`config.mk`:
```
export PLATFORM = sky130hd
export DESIGN_NAME = lane_sensor_decoder_flat
export DESIGN_NICKNAME = d
export VERILOG_FILES = /design/src/rtl/parking_pkg.sv /design/src/rtl/lane_sensor_decoder_if.sv /design/src/rtl/loop_debounce.sv /design/src/rtl/lane_sensor_decoder.sv /design/src/flat_wrapper.sv
export SDC_FILE = /design/constraint.sdc
export NUM_CORES = 1
export LEC_CHECK = 0
export CAP_MARGIN = 20
export CORE_UTILIZATION = 60
export CTS_CLUSTER_DIAMETER = 100
export DETAILED_ROUTE_END_ITERATION = 7
export GPL_ROUTABILITY_DRIVEN = 0
export GPL_TIMING_DRIVEN = 0
export PLACE_DENSITY = 0.8
export RECOVER_POWER = 50
export SKIP_LAST_GASP = 1
export SLEW_MARGIN = 5
export SYNTH_ARGS = -nofsm -noshare
export SYNTH_HDL_FRONTEND = slang
export SYNTH_SLANG_ARGS = --single-unit
```
`constraint.sdc`:
```
create_clock -name clk -period 4.3 [get_ports clk]
set_input_delay 0.86 -clock clk [delete_from_list [all_inputs] [get_ports clk]]
set_output_delay 0.86 -clock clk [all_outputs]
set_load 0.02 [all_outputs]
```
`src/rtl/parking_pkg.sv`:
```
// Shared definitions for the parking occupancy front end: lane FSM state
// encoding and the default debounce/timeout constants.
package parking_pkg;

    typedef enum logic [2:0] {
        ST_IDLE  = 3'd0,
        ST_E1    = 3'd1,
        ST_E2    = 3'd2,
        ST_E3    = 3'd3,
        ST_X1    = 3'd4,
        ST_X2    = 3'd5,
        ST_X3    = 3'd6,
        ST_ABORT = 3'd7
    } lane_state_e;

    localparam int DEFAULT_DEBOUNCE_CYCLES = 4;
    localparam int DEFAULT_TIMEOUT_CYCLES  = 1000;

    // True for the mid-crossing states, where the timeout applies.
    function automatic logic is_crossing(input lane_state_e s);
        return (s != ST_IDLE) && (s != ST_ABORT);
    endfunction

endpackage

```
`src/rtl/lane_sensor_decoder_if.sv`:
```
// Lane sensor bundle: raw loop inputs in, crossing pulses and status out.
interface lane_sensor_decoder_if;

    logic loop_a;
    logic loop_b;
    logic entry;
    logic exit;
    logic busy;
    logic fault;

    // Sensor side / consumer of the decoded events.
    modport master (
        output loop_a,
        output loop_b,
        input  entry,
        input  exit,
        input  busy,
        input  fault
    );

    // Decoder side.
    modport slave (
        input  loop_a,
        input  loop_b,
        output entry,
        output exit,
        output busy,
        output fault
    );

endinterface

```
`src/rtl/loop_debounce.sv`:
```
// One inductive loop: 2-flop synchronizer followed by a counting debouncer.
// level_next is the value the debounced register loads on the coming edge,
// so a consumer registering from it moves on the same edge as the level.
module loop_debounce #(
    parameter int DEBOUNCE_CYCLES = 4
) (
    input  logic clk,
    input  logic rst_n,
    input  logic raw_in,
    output logic level_next
);

    localparam int CW = $clog2(DEBOUNCE_CYCLES + 1);
    localparam logic [CW-1:0] CNT_LAST = CW'(DEBOUNCE_CYCLES - 1);

    logic          sync1_q;
    logic          sync2_q;
    logic          level_q;
    logic          level_d;
    logic [CW-1:0] cnt_q;
    logic [CW-1:0] cnt_d;

    // Count cycles the synced input disagrees with the level; flip on the last one.
    always_comb begin
        level_d = level_q;
        cnt_d   = '0;
        if (sync2_q != level_q) begin
            if (cnt_q == CNT_LAST) begin
                level_d = sync2_q;
            end else begin
                cnt_d = cnt_q + 1'b1;
            end
        end
    end

    // Synchronizer, debounced level and counter registers.
    always_ff @(posedge clk or negedge rst_n) begin
        if (!rst_n) begin
            sync1_q <= 1'b0;
            sync2_q <= 1'b0;
            level_q <= 1'b0;
            cnt_q   <= '0;
        end else begin
            sync1_q <= raw_in;
            sync2_q <= sync1_q;
            level_q <= level_d;
            cnt_q   <= cnt_d;
        end
    end

    assign level_next = level_d;

endmodule

```
`src/rtl/lane_sensor_decoder.sv`:
```
// Lane crossing decoder: debounces both loops and tracks the crossing order
// to emit single-cycle entry/exit pulses, aborting on implausible sequences.
module lane_sensor_decoder
    import parking_pkg::*;
#(
    parameter int DEBOUNCE_CYCLES = DEFAULT_DEBOUNCE_CYCLES,
    parameter int TIMEOUT_CYCLES  = DEFAULT_TIMEOUT_CYCLES
) (
    input  logic                  clk,
    input  logic                  rst_n,
    lane_sensor_decoder_if.slave  bus
);

    localparam int TW = $clog2(TIMEOUT_CYCLES + 1);
    localparam logic [TW-1:0] TMO_LAST = TW'(TIMEOUT_CYCLES - 1);

    logic [1:0]  loop_raw;
    logic [1:0]  deb_next;
    logic        a;
    logic        b;

    lane_state_e state_q, state_d;
    logic [TW-1:0] tmo_q, tmo_d;
    logic        entry_q, entry_d;
    logic        exit_q, exit_d;
    logic        busy_q, busy_d;
    logic        fault_q, fault_d;

    assign loop_raw = {bus.loop_b, bus.loop_a};

    genvar gi;
    generate
        for (gi = 0; gi < 2; gi++) begin : gen_deb
            loop_debounce #(
                .DEBOUNCE_CYCLES(DEBOUNCE_CYCLES)
            ) u_deb (
                .clk        (clk),
                .rst_n      (rst_n),
                .raw_in     (loop_raw[gi]),
                .level_next (deb_next[gi])
            );
        end
    endgenerate

    assign a = deb_next[0];
    assign b = deb_next[1];

    // Next state from the debounced pair, then timeout override and output flags.
    always_comb begin
        state_d = state_q;
        entry_d = 1'b0;
        exit_d  = 1'b0;
        fault_d = fault_q;
        tmo_d   = '0;
        case (state_q)
            ST_IDLE: case ({a, b})
                2'b10:   state_d = ST_E1;
                2'b01:   state_d = ST_X1;
                2'b11:   state_d = ST_ABORT;
                default: state_d = ST_IDLE;
            endcase
            ST_E1: case ({a, b})
                2'b11:   state_d = ST_E2;
                2'b00:   state_d = ST_IDLE;
                2'b01:   state_d = ST_ABORT;
                default: state_d = ST_E1;
            endcase
            ST_E2: case ({a, b})
                2'b01:   state_d = ST_E3;
                2'b10:   state_d = ST_E1;
                2'b00:   state_d = ST_ABORT;
                default: state_d = ST_E2;
            endcase
            ST_E3: case ({a, b})
                2'b00: begin
                    state_d = ST_IDLE;
                    entry_d = 1'b1;
                end
                2'b11:   state_d = ST_E2;
                2'b10:   state_d = ST_ABORT;
                default: state_d = ST_E3;
            endcase
            ST_X1: case ({a, b})
                2'b11:   state_d = ST_X2;
                2'b00:   state_d = ST_IDLE;
                2'b10:   state_d = ST_ABORT;
                default: state_d = ST_X1;
            endcase
            ST_X2: case ({a, b})
                2'b10:   state_d = ST_X3;
                2'b01:   state_d = ST_X1;
                2'b00:   state_d = ST_ABORT;
                default: state_d = ST_X2;
            endcase
            ST_X3: case ({a, b})
                2'b00: begin
                    state_d = ST_IDLE;
                    exit_d  = 1'b1;
                end
                2'b11:   state_d = ST_X2;
                2'b01:   state_d = ST_ABORT;
                default: state_d = ST_X3;
            endcase
            default: state_d = ({a, b} == 2'b00) ? ST_IDLE : ST_ABORT;
        endcase

        // A crossing that sits in one state too long is abandoned with a fault.
        if (is_crossing(state_q) && (state_d == state_q)) begin
            if (tmo_q == TMO_LAST) begin
                state_d = ST_ABORT;
                fault_d = 1'b1;
            end else begin
                tmo_d = tmo_q + 1'b1;
            end
        end

        if (state_d == ST_IDLE) begin
            fault_d = 1'b0;
        end
        busy_d = (state_d != ST_IDLE);
    end

    // State, timeout counter and registered outputs.
    always_ff @(posedge clk or negedge rst_n) begin
        if (!rst_n) begin
            state_q <= ST_IDLE;
            tmo_q   <= '0;
            entry_q <= 1'b0;
            exit_q  <= 1'b0;
            busy_q  <= 1'b0;
            fault_q <= 1'b0;
        end else begin
            state_q <= state_d;
            tmo_q   <= tmo_d;
            entry_q <= entry_d;
            exit_q  <= exit_d;
            busy_q  <= busy_d;
            fault_q <= fault_d;
        end
    end

    assign bus.entry = entry_q;
    assign bus.exit  = exit_q;
    assign bus.busy  = busy_q;
    assign bus.fault = fault_q;

endmodule
```
`src/flat_wrapper.sv`:
```
// flat-port wrapper written by rule: the top's interface ports become plain ports
module lane_sensor_decoder_flat import parking_pkg::*;
#(
    parameter int DEBOUNCE_CYCLES = DEFAULT_DEBOUNCE_CYCLES,
    parameter int TIMEOUT_CYCLES  = DEFAULT_TIMEOUT_CYCLES
)
  (clk, rst_n, bus_loop_a, bus_loop_b, bus_entry, bus_exit, bus_busy, bus_fault);
  lane_sensor_decoder_if bus_i ();
  input  logic clk;
  input  logic rst_n;
  input wire logic [$bits(bus_i.loop_a)-1:0] bus_loop_a;
  input wire logic [$bits(bus_i.loop_b)-1:0] bus_loop_b;
  output wire logic [$bits(bus_i.entry)-1:0] bus_entry;
  output wire logic [$bits(bus_i.exit)-1:0] bus_exit;
  output wire logic [$bits(bus_i.busy)-1:0] bus_busy;
  output wire logic [$bits(bus_i.fault)-1:0] bus_fault;
  assign bus_i.loop_a = bus_loop_a;
  assign bus_i.loop_b = bus_loop_b;
  assign bus_entry = bus_i.entry;
  assign bus_exit = bus_i.exit;
  assign bus_busy = bus_i.busy;
  assign bus_fault = bus_i.fault;
  lane_sensor_decoder #(.DEBOUNCE_CYCLES(DEBOUNCE_CYCLES), .TIMEOUT_CYCLES(TIMEOUT_CYCLES)) u_core (.clk(clk), .rst_n(rst_n), .bus(bus_i));
endmodule
```
==> impl_metrics.yaml, run 1 <==
worst_setup_path:
  worstReg2RegEnd: "u_core.tmo_q[6]"
  cp_slowest_cell: "dfrtp_1"
  max_stage_delay_ns: 0.40
  r2r_start: "u_core.gen_deb[0].u_deb.cnt_q[0]"
  ff2ff_setup_slack_ns: 1.40
  crit_chain: "ha_1 -> nand2b_1 -> mux2_1 -> inv_1 -> ha_1 -> mux2_4 -> or3b_4 -> o211ai_1 -> o211ai_2 -> buf_6 -> nor3_1"
  reg2regPathDepth: 11
  crit_start: "u_core.gen_deb[0].u_deb.cnt_q[0]"
  cp.arrival_ns: 3.15
  worst-path-max-fanout: 10
  critPathCapture: "u_core.tmo_q[6]"
  critPathMostFrequentCell: "ha_1"
  critPathTopFamily: "simple AND/OR/NAND/NOR gates"
  required_ns: 4.55
  worstSetupPathType: "reg2reg"
  end_kind: "flop"
  path_buf_inv: 2
  path_depth: 11
  cp-start-kind: "flop"
yosys:
  synth_warnings: 0
  synth-simple-area-share: 0.206
  synth-edff-count: 0
  synth_fa_ha_area_frac: 0.0826
  yosys_register_bits: 29
  synth_top_area_frac: 0.479
  synth_xor_area_frac: 0.0636
  synth_area_per_cell_um2: 10.7
  synthFlopType: "dfrtp_1"
  ys_async_sr_fraction: 1.00
  synthCells: 141
  synth_mux_area_frac: 0.0554
  ys_types: 36
  synthesis.area_um2: 1510
  netlist_top_cells_count: "dfrtp_1, nor2_1, ha_1, nor3_1, xnor2_1"
  synth_compound_area_frac: 0.0810
  syn_nets: 155
  synth_top_family_by_area: "simple AND/OR/NAND/NOR gates"
  yosysMostFrequentCell: "dfrtp_1"
  yosys.area.top_type: "dfrtp_1"
  synthTopCellsByArea: "dfrtp_1, ha_1, xnor2_1"
  ys_seq_area_frac: 0.479
finish:
  fill_cells: 146
  drive_gt1_frac: 0.121
  syn2layout_area_growth_pct: 12.2
  nNetsFinal: 170
  fin_util: 0.740
  diodes: 0
sta:
  tightest_slew_ns: 0.792
  period_needed_ns: 2.90
  setup_tns_ns: 0
  finalSetupViolations: 0
  rsz0062_at_grt: "no"
  holdWs_ns: 0.356
  max_slew_margin: 0.472
  fmax_mhz: 345
  finalHoldViolCount: 0
  slew_violations: 0
  fin_skew_ns: 0.0138
  finalCritPeriodShare: 0.674
  worst_slack_ns: 1.40
detailed_routing:
  wl_per_cell_um: 14.1
  wl_um: 2610
  drt-initial-drc-count: 45
  drc: 0
  viasPerCell: 5.85
  num_vias: 1083
  ant_nets: 0
  drtPass1Iterations: 4
placement:
  port_buffers: 7
  hpwl_um: 1900
  place_ws_ns: 1.49
global_routing:
  grt_pass1_wl_um: 4490
  grtUsageTotal: 0.235
  first_global_vias: 1001
  antenna_found_initial: 0
  grt_remaining_overflow: 0
  grt_max_degree: 16
clock_network:
  cts_tree: "done"
  hold_buffers: 0
  root_buffer: "clkbuf_4"
  cts_max_level: 2
  worstSkewPairLatency_ns: 0.33
  cts_resized: 0
  cts_buffers: 5
  clock_sinks: 29
  cts_buffer_depth: 2
  clk_pin_slew_ns: 0.09
  cts_setup_buffers: 0
hold_path:
  hold_path.class: "reg2reg"
  worstHoldPathCells: 0
power:
  power_leakage_nw: 0.763
  powerDensity_nw_per_um2: 686
  ir_worst_vdd_mv: 0.594
  power_mw: 1.17
run_status:
  status: "finished clean"
floorplan:
  initial_core_util: 0.659
  fp.dieW_um: 52.2
  pin_count: 8
  dieArea_um2: 2730
  num_rows: 17
  die-height_um: 52.2
  core_um2: 2300
job:
  drv_cap: 0
==> area by class of cell <==
class	instances	area (µm²)	share of cell area
sequential	29	726	0.427
tap	28	35.0	0.0206
inverter	5	20.0	0.0118
buffer	5	28.8	0.0169
multi-input combinational	102	731	0.430
clock buffer	7	55.1	0.0324
timing repair buffer	8	73.8	0.0434
clock inverter	1	30.0	0.0177
==> placed cells by master, fill, tap and decap left out, types with 2 or more instances in the layout <==
cell type        netlist  layout
a21oi_1                3       3
and3_1                 4       4
buf_2                  2       2
clkbuf_1               2       4
clkbuf_4               0       5
clkdlybuf4s50_1        0       4
dfrtp_1               29      29
dlygate4sd3_1          0       3
ha_1                  10      10
inv_1                  4       4
mux2_1                 0       2
mux2i_1                2       2
nand2_1                7       7
nand3_1                4       4
nor2_1                14      14
nor2b_1                6       6
nor3_1                10      10
nor3b_1                5       5
o211ai_1               2       2
o21ai_0                7       7
xnor2_1                9       9
xor2_1                 2       2
==> how the worst min path moves through the flow <==
stage | start | endpoint
finish | u_core.gen_deb[1].u_deb.sync1_q | u_core.gen_deb[1].u_deb.sync2_q
global route | u_core.gen_deb[1].u_deb.sync1_q | u_core.gen_deb[1].u_deb.sync2_q
CTS | u_core.gen_deb[1].u_deb.sync1_q | u_core.gen_deb[1].u_deb.sync2_q
detailed placement | u_core.gen_deb[1].u_deb.sync1_q | u_core.gen_deb[1].u_deb.sync2_q
global placement | u_core.gen_deb[1].u_deb.sync1_q | u_core.gen_deb[1].u_deb.sync2_q
floorplan | u_core.gen_deb[0].u_deb.sync1_q | u_core.gen_deb[0].u_deb.sync2_q
==> layer usage <==
layer  global-route usage  share of wire
met1                0.305           0.44
met5                    0              0
met4                0.105          0.018
met3               0.0696          0.059
met2                0.365           0.48
==> kinds of logic (layout without fill, tap and decap cells) <==
group	count (synthesis)	after routing
XOR/XNOR	11	11
AO/OA/AOI/OAI	18	18
multiplexers	6	6
adder cells (fa/ha/maj)	10	10
buffers and inverters	10	26
AND/OR/NAND/NOR	57	57
flip-flops	29	29
==> state kept, by name (all words and copies together) (netlist names) <==
signal,flops
u_core.bus.exit,1
u_core.bus.fault,1
u_core.gen_deb.u_deb.level_q,2
u_core.gen_deb.u_deb.sync1_q,2
u_core.bus.busy,1
u_core.gen_deb.u_deb.sync2_q,2
u_core.bus.entry,1
u_core.tmo_q,10
u_core.state_q,3
u_core.gen_deb.u_deb.cnt_q,6
==> per-stage QoR <==
step                std cells  area [µm²]
floorplan                 141        1510
global placement          176        1620
detailed placement        177        1630
CTS                       185        1720
global route              185        1700
finish                    185        1700
==> power by group <==
group	leakage (nW)	switching (mW)	internal, mW
combinational	0.341	0.333	0.246
sequential	0.376	0.0307	0.325
clock	0.0455	0.0918	0.139
total	0.763	0.455	0.710
==> worst register-to-register path: cells and delay by family (launching register included) <==
| family | cells | cell delay [ns] |
|---|---|---|
| AOI/OAI and AO/OA | 2 | 0.33 |
| adders and majority gates | 2 | 0.52 |
| muxes | 2 | 0.60 |
| DFF | 1 | 0.40 |
| buffers and inverters | 2 | 0.29 |
| and+or+nand+nor | 3 | 0.67 |
Note: power is estimated with default switching activity, not from simulation.
==> run 2: changes to the inputs <==
--- a/config.mk
+++ b/config.mk
@@ -6,12 +6,12 @@
 export NUM_CORES = 1
 export LEC_CHECK = 0
 export CAP_MARGIN = 20
-export CORE_UTILIZATION = 60
+export CORE_UTILIZATION = 52
 export CTS_CLUSTER_DIAMETER = 100
 export DETAILED_ROUTE_END_ITERATION = 7
 export GPL_ROUTABILITY_DRIVEN = 0
 export GPL_TIMING_DRIVEN = 0
-export PLACE_DENSITY = 0.8
+export PLACE_DENSITY = 0.73
 export RECOVER_POWER = 50
 export SKIP_LAST_GASP = 1
 export SLEW_MARGIN = 5
==> constraint.sdc (replaced) <==
create_clock -name clk -period 2.6 [get_ports clk]
set_input_delay 0.52 -clock clk [delete_from_list [all_inputs] [get_ports clk]]
set_output_delay 0.52 -clock clk [all_outputs]
set_load 0.02 [all_outputs]
==> run 2 against run 1 <==
  * First-iteration DRC count is 29% lower
  * Final cell count rose by 8.1%
  * Clock skew shrank 0.0069 ns
  * Power increased by 110%
  * Critical path depth decreased by 1
  * Clock-buffer cell count is 2 lower
  * Critical path type unchanged
==> impl_metrics.yaml, run 2 (same netlist as run 1, synthesis figures left out) <==
run_status:
  status: "finished clean"
sta:
  period_needed_ns: 2.57
  fmax_mhz: 389
  max_slew_margin: 0.418
  slew_violations: 0
  setup_tns_ns: 0
  tightest_slew_ns: 0.870
  rsz0062_at_grt: "yes"
  fin_skew_ns: 0.00690
  finalSetupViolations: 0
  finalCritPeriodShare: 0.988
  finalHoldViolCount: 0
  holdWs_ns: 0.363
worst_setup_path:
  worst-path-max-fanout: 5
  end_kind: "flop"
  worstSetupPathType: "reg2reg"
  required_ns: 2.78
  cp.arrival_ns: 2.75
  cp-start-kind: "flop"
  ff2ff_setup_slack_ns: 0.03
  reg2regPathDepth: 10
finish:
  layout.cells.most_common: "dfrtp_1"
  diodes: 0
  reg.largest.list: "u_core.tmo_q: 10 flops, u_core.gen_deb.u_deb.cnt_q: 6 flops, u_core.state_q: 3 flops"
  syn2layout_area_growth_pct: 34.9
  multi_input_area_um2: 971
  drive_gt1_frac: 0.355
  final_cell_mix: "dfrtp_1, nor2_1, xnor2_1, buf_4, nand2_1"
  largest_reg_flops: 10
  seqCellArea_um2: 726
  nNetsFinal: 182
  fill_cells: 186
  top_register: "u_core.tmo_q"
  fin_util: 0.740
global_routing:
  first_global_vias: 1153
  grt_pass1_wl_um: 5090
  gr-max-usage-layer: "met2"
  use_met3: 0.0535
  globalRouteMet2Util: 0.399
  grt_max_degree: 19
  grtUsageTotal: 0.217
  grt_remaining_overflow: 0
  antenna_found_initial: 0
  grt.met1_usage: 0.247
detailed_routing:
  num_vias: 1137
  wl_um: 3160
  drt-initial-drc-count: 32
  wl_per_cell_um: 15.8
  viasPerCell: 5.69
  drc: 0
  ant_nets: 0
  drtPass1Iterations: 4
floorplan:
  fp.dieW_um: 56.0
  initial_core_util: 0.549
  die-height_um: 56.0
  core_um2: 2760
  dieArea_um2: 3130
  num_rows: 19
  pin_count: 8
clock_network:
  hold_buffers: 0
  cts_max_level: 2
  cts_tree: "done"
  clk_pin_slew_ns: 0.10
  clock_sinks: 29
  worstSkewPairLatency_ns: 0.33
  cts_buffer_depth: 2
  root_buffer: "clkbuf_4"
  cts_buffers: 5
hold_path:
  worstHoldPathCells: 0
  hold_path.class: "reg2reg"
placement:
  hpwl_um: 1900
  port_buffers: 7
power:
  power_leakage_nw: 0.858
  powerDensity_nw_per_um2: 1180
  ir_worst_vdd_mv: 0.894
job:
  drv_cap: 0
==> run 2: cell count changes in the layout (fill, tap and decap cells not counted), moves of 3 or more <==
cell | previous run | this run
ha_4 | 0 | 6
nor3_2 | 0 | 5
o21ai_2 | 0 | 3
nor3_1 | 10 | 3
ha_1 | 10 | 4
buf_6 | 1 | 4
buf_4 | 0 | 9
==> run 2: cell type report <==
type	instances	area share
clock buffer	5	0.0184
tap	31	0.0190
sequential	29	0.355
buffer	5	0.0141
multi-input combinational	102	0.475
inverter	5	0.0116
clock inverter	3	0.00858
timing repair buffer	20	0.0974
==> run 2: worst max-delay path, cell delays in order (launching register included) <==
cell	delay, ns
dfrtp_1	0.42
ha_4	0.18
nand2b_4	0.07
mux2_4	0.35
ha_4	0.26
mux4_2	0.50
a21oi_1	0.19
o22ai_2	0.12
o211ai_4	0.12
buf_6	0.19
nor3_2	0.04
==> run 2: final timing paths <==
path | from | endpoint
worst max-delay path | u_core.gen_deb[1].u_deb.cnt_q[0] | u_core.tmo_q[0]
worst min-delay path | u_core.gen_deb[1].u_deb.sync1_q | u_core.gen_deb[1].u_deb.sync2_q
worst max register to register | u_core.gen_deb[1].u_deb.cnt_q[0] | u_core.tmo_q[0]
worst min register to register | u_core.gen_deb[1].u_deb.sync1_q | u_core.gen_deb[1].u_deb.sync2_q
max in group asynchronous | rst_n | u_core.tmo_q[5]
min in group asynchronous | rst_n | u_core.bus.entry
==> run 2: power breakdown <==
group          total, mW  leakage [nW]  internal, mW  switching [mW]
Combinational       1.54         0.451         0.730           0.812
Clock              0.271        0.0310         0.102           0.169
Sequential         0.601         0.376         0.538          0.0627
Total               2.41         0.858          1.37            1.04
==> run 2: what timing repair did <==
action | in CTS | in global routing
setup endpoints to repair | 15 | 13
cloned | 1 | 0
pin swaps | 7 | 14
setup buffers | 9 | 2
gates resized for setup | 21 | 27
==> run 2: per-layer routing <==
| layer | vias to the layer above | wire (µm) |
|---|---|---|
| met3 | 7 | 125 |
| met5 | - | 0 |
| met1 | 565 | 1240 |
| met2 | 26 | 1750 |
| li1 | 539 | - |
| met4 | 0 | 49 |
==> run 2: per-stage QoR <==
stage | setup WS (ns) | area, µm² | power [mW] | instances
5_1_grt | -0.0315 | 2040 | 2.57 | 200
2_1_floorplan | 0.0404 | 1510 | 1.34 | 141
3_3_place_gp | -0.208 | 1620 | 1.51 | 179
4_1_cts | -0.00599 | 1880 | 2.13 | 198
3_5_place_dp | -0.272 | 1650 | 1.56 | 180
6_report | 0.0304 | 2040 | 2.41 | 200
==> run 3: changes to the inputs <==
--- a/config.mk
+++ b/config.mk
@@ -6,12 +6,11 @@
 export NUM_CORES = 1
 export LEC_CHECK = 0
 export CAP_MARGIN = 20
-export CORE_UTILIZATION = 52
+export CORE_UTILIZATION = 58
 export CTS_CLUSTER_DIAMETER = 100
 export DETAILED_ROUTE_END_ITERATION = 7
-export GPL_ROUTABILITY_DRIVEN = 0
 export GPL_TIMING_DRIVEN = 0
-export PLACE_DENSITY = 0.73
+export PLACE_DENSITY = 0.77
 export RECOVER_POWER = 50
 export SKIP_LAST_GASP = 1
 export SLEW_MARGIN = 5
==> constraint.sdc (replaced) <==
create_clock -name clk -period 2.65 [get_ports clk]
set_input_delay 0.53 -clock clk [delete_from_list [all_inputs] [get_ports clk]]
set_output_delay 0.53 -clock clk [all_outputs]
set_load 0.02 [all_outputs]
==> run 3 against run 2 <==
  * Core utilization grew 11 points
  * Hold slack improved by 0.0028 ns
  * Combinational power is 5% higher
  * Cell area up 2.8%
  * Largest cell class unchanged
==> impl_metrics.yaml, run 3 (same netlist as run 1, synthesis figures left out) <==
detailed_routing:
  drt-initial-drc-count: 19
  drc: 0
  top_layer: "met4"
  route.met3.wl_um: 153
  wl_per_cell_um: 17.3
  viasPerCell: 5.74
  num_vias: 1235
  wl_met2_um: 1960
  wl_um: 3720
  ant_nets: 0
  drtPass1Iterations: 4
  wl_met1_um: 1470
sta:
  finalSetupViolations: 0
  rsz0062_at_grt: "yes"
  period_needed_ns: 2.65
  fin_skew_ns: 0.00941
  fmax_mhz: 377
  max_slew_margin: 0.576
  holdWs_ns: 0.366
  setup_tns_ns: 0
  finalHoldViolCount: 0
  finalCritPeriodShare: 1.00
  slew_violations: 0
  tightest_slew_ns: 0.635
worst_setup_path:
  worst-path-max-fanout: 6
  cp.arrival_ns: 2.89
  ff2ff_setup_slack_ns: 0.00003
  worstSetupPathType: "reg2reg"
  max_stage_delay_ns: 0.42
  crit_chain: "ha_4 -> nand2b_4 -> mux2_4 -> inv_8 -> buf_6 -> ha_4 -> mux2_4 -> or3b_4 -> o211ai_1 -> o211ai_4 -> buf_4 -> nor3_1"
  cp-start-kind: "flop"
  cp_slowest_cell: "dfrtp_1"
  end_kind: "flop"
  required_ns: 2.89
finish:
  drive_gt1_frac: 0.373
  layout.cells.most_common: "dfrtp_1"
  top_register: "u_core.tmo_q"
  syn2layout_area_growth_pct: 38.6
  final_cell_mix: "dfrtp_1, buf_4, nor2_1"
  largest_reg_flops: 10
  nNetsFinal: 198
  diodes: 0
  reg.largest.list: "u_core.tmo_q: 10 flops, u_core.gen_deb.u_deb.cnt_q: 6 flops, u_core.state_q: 3 flops"
placement:
  gp_congestion: 0.824
  hpwl_um: 2010
  port_buffers: 7
global_routing:
  first_global_vias: 1177
  antenna_found_initial: 0
  grtUsageTotal: 0.276
  grt_remaining_overflow: 0
  grt_max_degree: 17
  grt_pass1_wl_um: 5330
floorplan:
  core_um2: 2480
  die-height_um: 53.1
  fp.dieW_um: 53.1
  dieArea_um2: 2820
  pin_count: 8
  num_rows: 18
  initial_core_util: 0.611
power:
  power_leakage_nw: 0.915
  powerDensity_nw_per_um2: 1180
  ir_worst_vdd_mv: 1.04
run_status:
  status: "finished clean"
hold_path:
  hold_path.class: "reg2reg"
job:
  drv_cap: 0
clock_network:
  cts_max_level: 2
  clk_pin_slew_ns: 0.09
  cts_buffer_depth: 2
  worstSkewPairLatency_ns: 0.32
  cts_tree: "done"
  clock_sinks: 29
  root_buffer: "clkbuf_4"
  cts_buffers: 5
run 3: cell types whose count changed in the layout (fill, tap and decap cells not counted), sizes merged:
cell      before  now
clkinv         3    2
clkbuf         7    8
buf           16   32
inv            4    5
clkinvlp       1    0
run 3: layout make-up:
class / instances / area [µm²]
clock inverters: 2 / 10.0
repair buffers: 36 / 307
well taps: 30 / 37.5
multi-input cells: 102 / 920
inverters: 5 / 28.8
flip-flops and latches: 29 / 726
fillers: 129 / 379
plain buffers: 5 / 28.8
clock buffers: 6 / 41.3
run 3: timing repair:
| item | CTS | global route |
|---|---|---|
| gates resized for setup | 16 | 21 |
| pin swaps | 3 | 10 |
| gates cloned | 1 | 0 |
| buffers inserted | 19 | 9 |
| setup endpoints to repair | 12 | 17 |
| hold buffers | 0 | 0 |
run 3: worst paths after layout:
kind	depth (start not counted)	to	from
worst max-delay path	12	u_core.tmo_q[9]	u_core.gen_deb[1].u_deb.cnt_q[0]
worst min-delay path	0	u_core.gen_deb[1].u_deb.sync2_q	u_core.gen_deb[1].u_deb.sync1_q
worst max register to register	12	u_core.tmo_q[9]	u_core.gen_deb[1].u_deb.cnt_q[0]
worst min register to register	0	u_core.gen_deb[1].u_deb.sync2_q	u_core.gen_deb[1].u_deb.sync1_q
max in group asynchronous	2	u_core.bus.entry	rst_n
min in group asynchronous	1	u_core.gen_deb[1].u_deb.level_q	rst_n
run 3: report_power, final:
group / internal (mW) / total [mW] / switching [mW]
Clock: 0.101 / 0.253 / 0.152
Sequential: 0.528 / 0.597 / 0.0692
Combinational: 0.795 / 1.62 / 0.822
Total: 1.42 / 2.47 / 1.04
run 3: critical path: cells and delay by family, from the launching register on:
kind / cells / cell delay (ns)
AND/OR/NAND/NOR: 3 / 0.66
multiplexers: 2 / 0.50
flip-flops: 1 / 0.42
adder cells (fa/ha/maj): 2 / 0.34
buffers and inverters: 3 / 0.32
AO/OA/AOI/OAI: 2 / 0.31
run 3: per-layer routing:
layer	global-route usage	vias to the layer above
li1	-	576
met1	0.322	609
met2	0.492	38
met3	0.0718	12
met4	0.0833	0
met5	0	-
run 3: per-stage QoR:
| step | area, µm² | utilization | total power [mW] | setup WS [ns] | cells |
|---|---|---|---|---|---|
| floorplan | 1510 | - | 1.32 | 0.0904 | 141 |
| global placement | 1620 | 0.655 | 1.49 | -0.140 | 178 |
| detailed placement | 1640 | 0.661 | 1.54 | -0.145 | 179 |
| CTS | 1920 | 0.776 | 2.10 | 0.00349 | 207 |
| global route | 2100 | 0.847 | 2.62 | -0.102 | 215 |
| finish | 2100 | 0.847 | 2.47 | 0.0000258 | 215 |
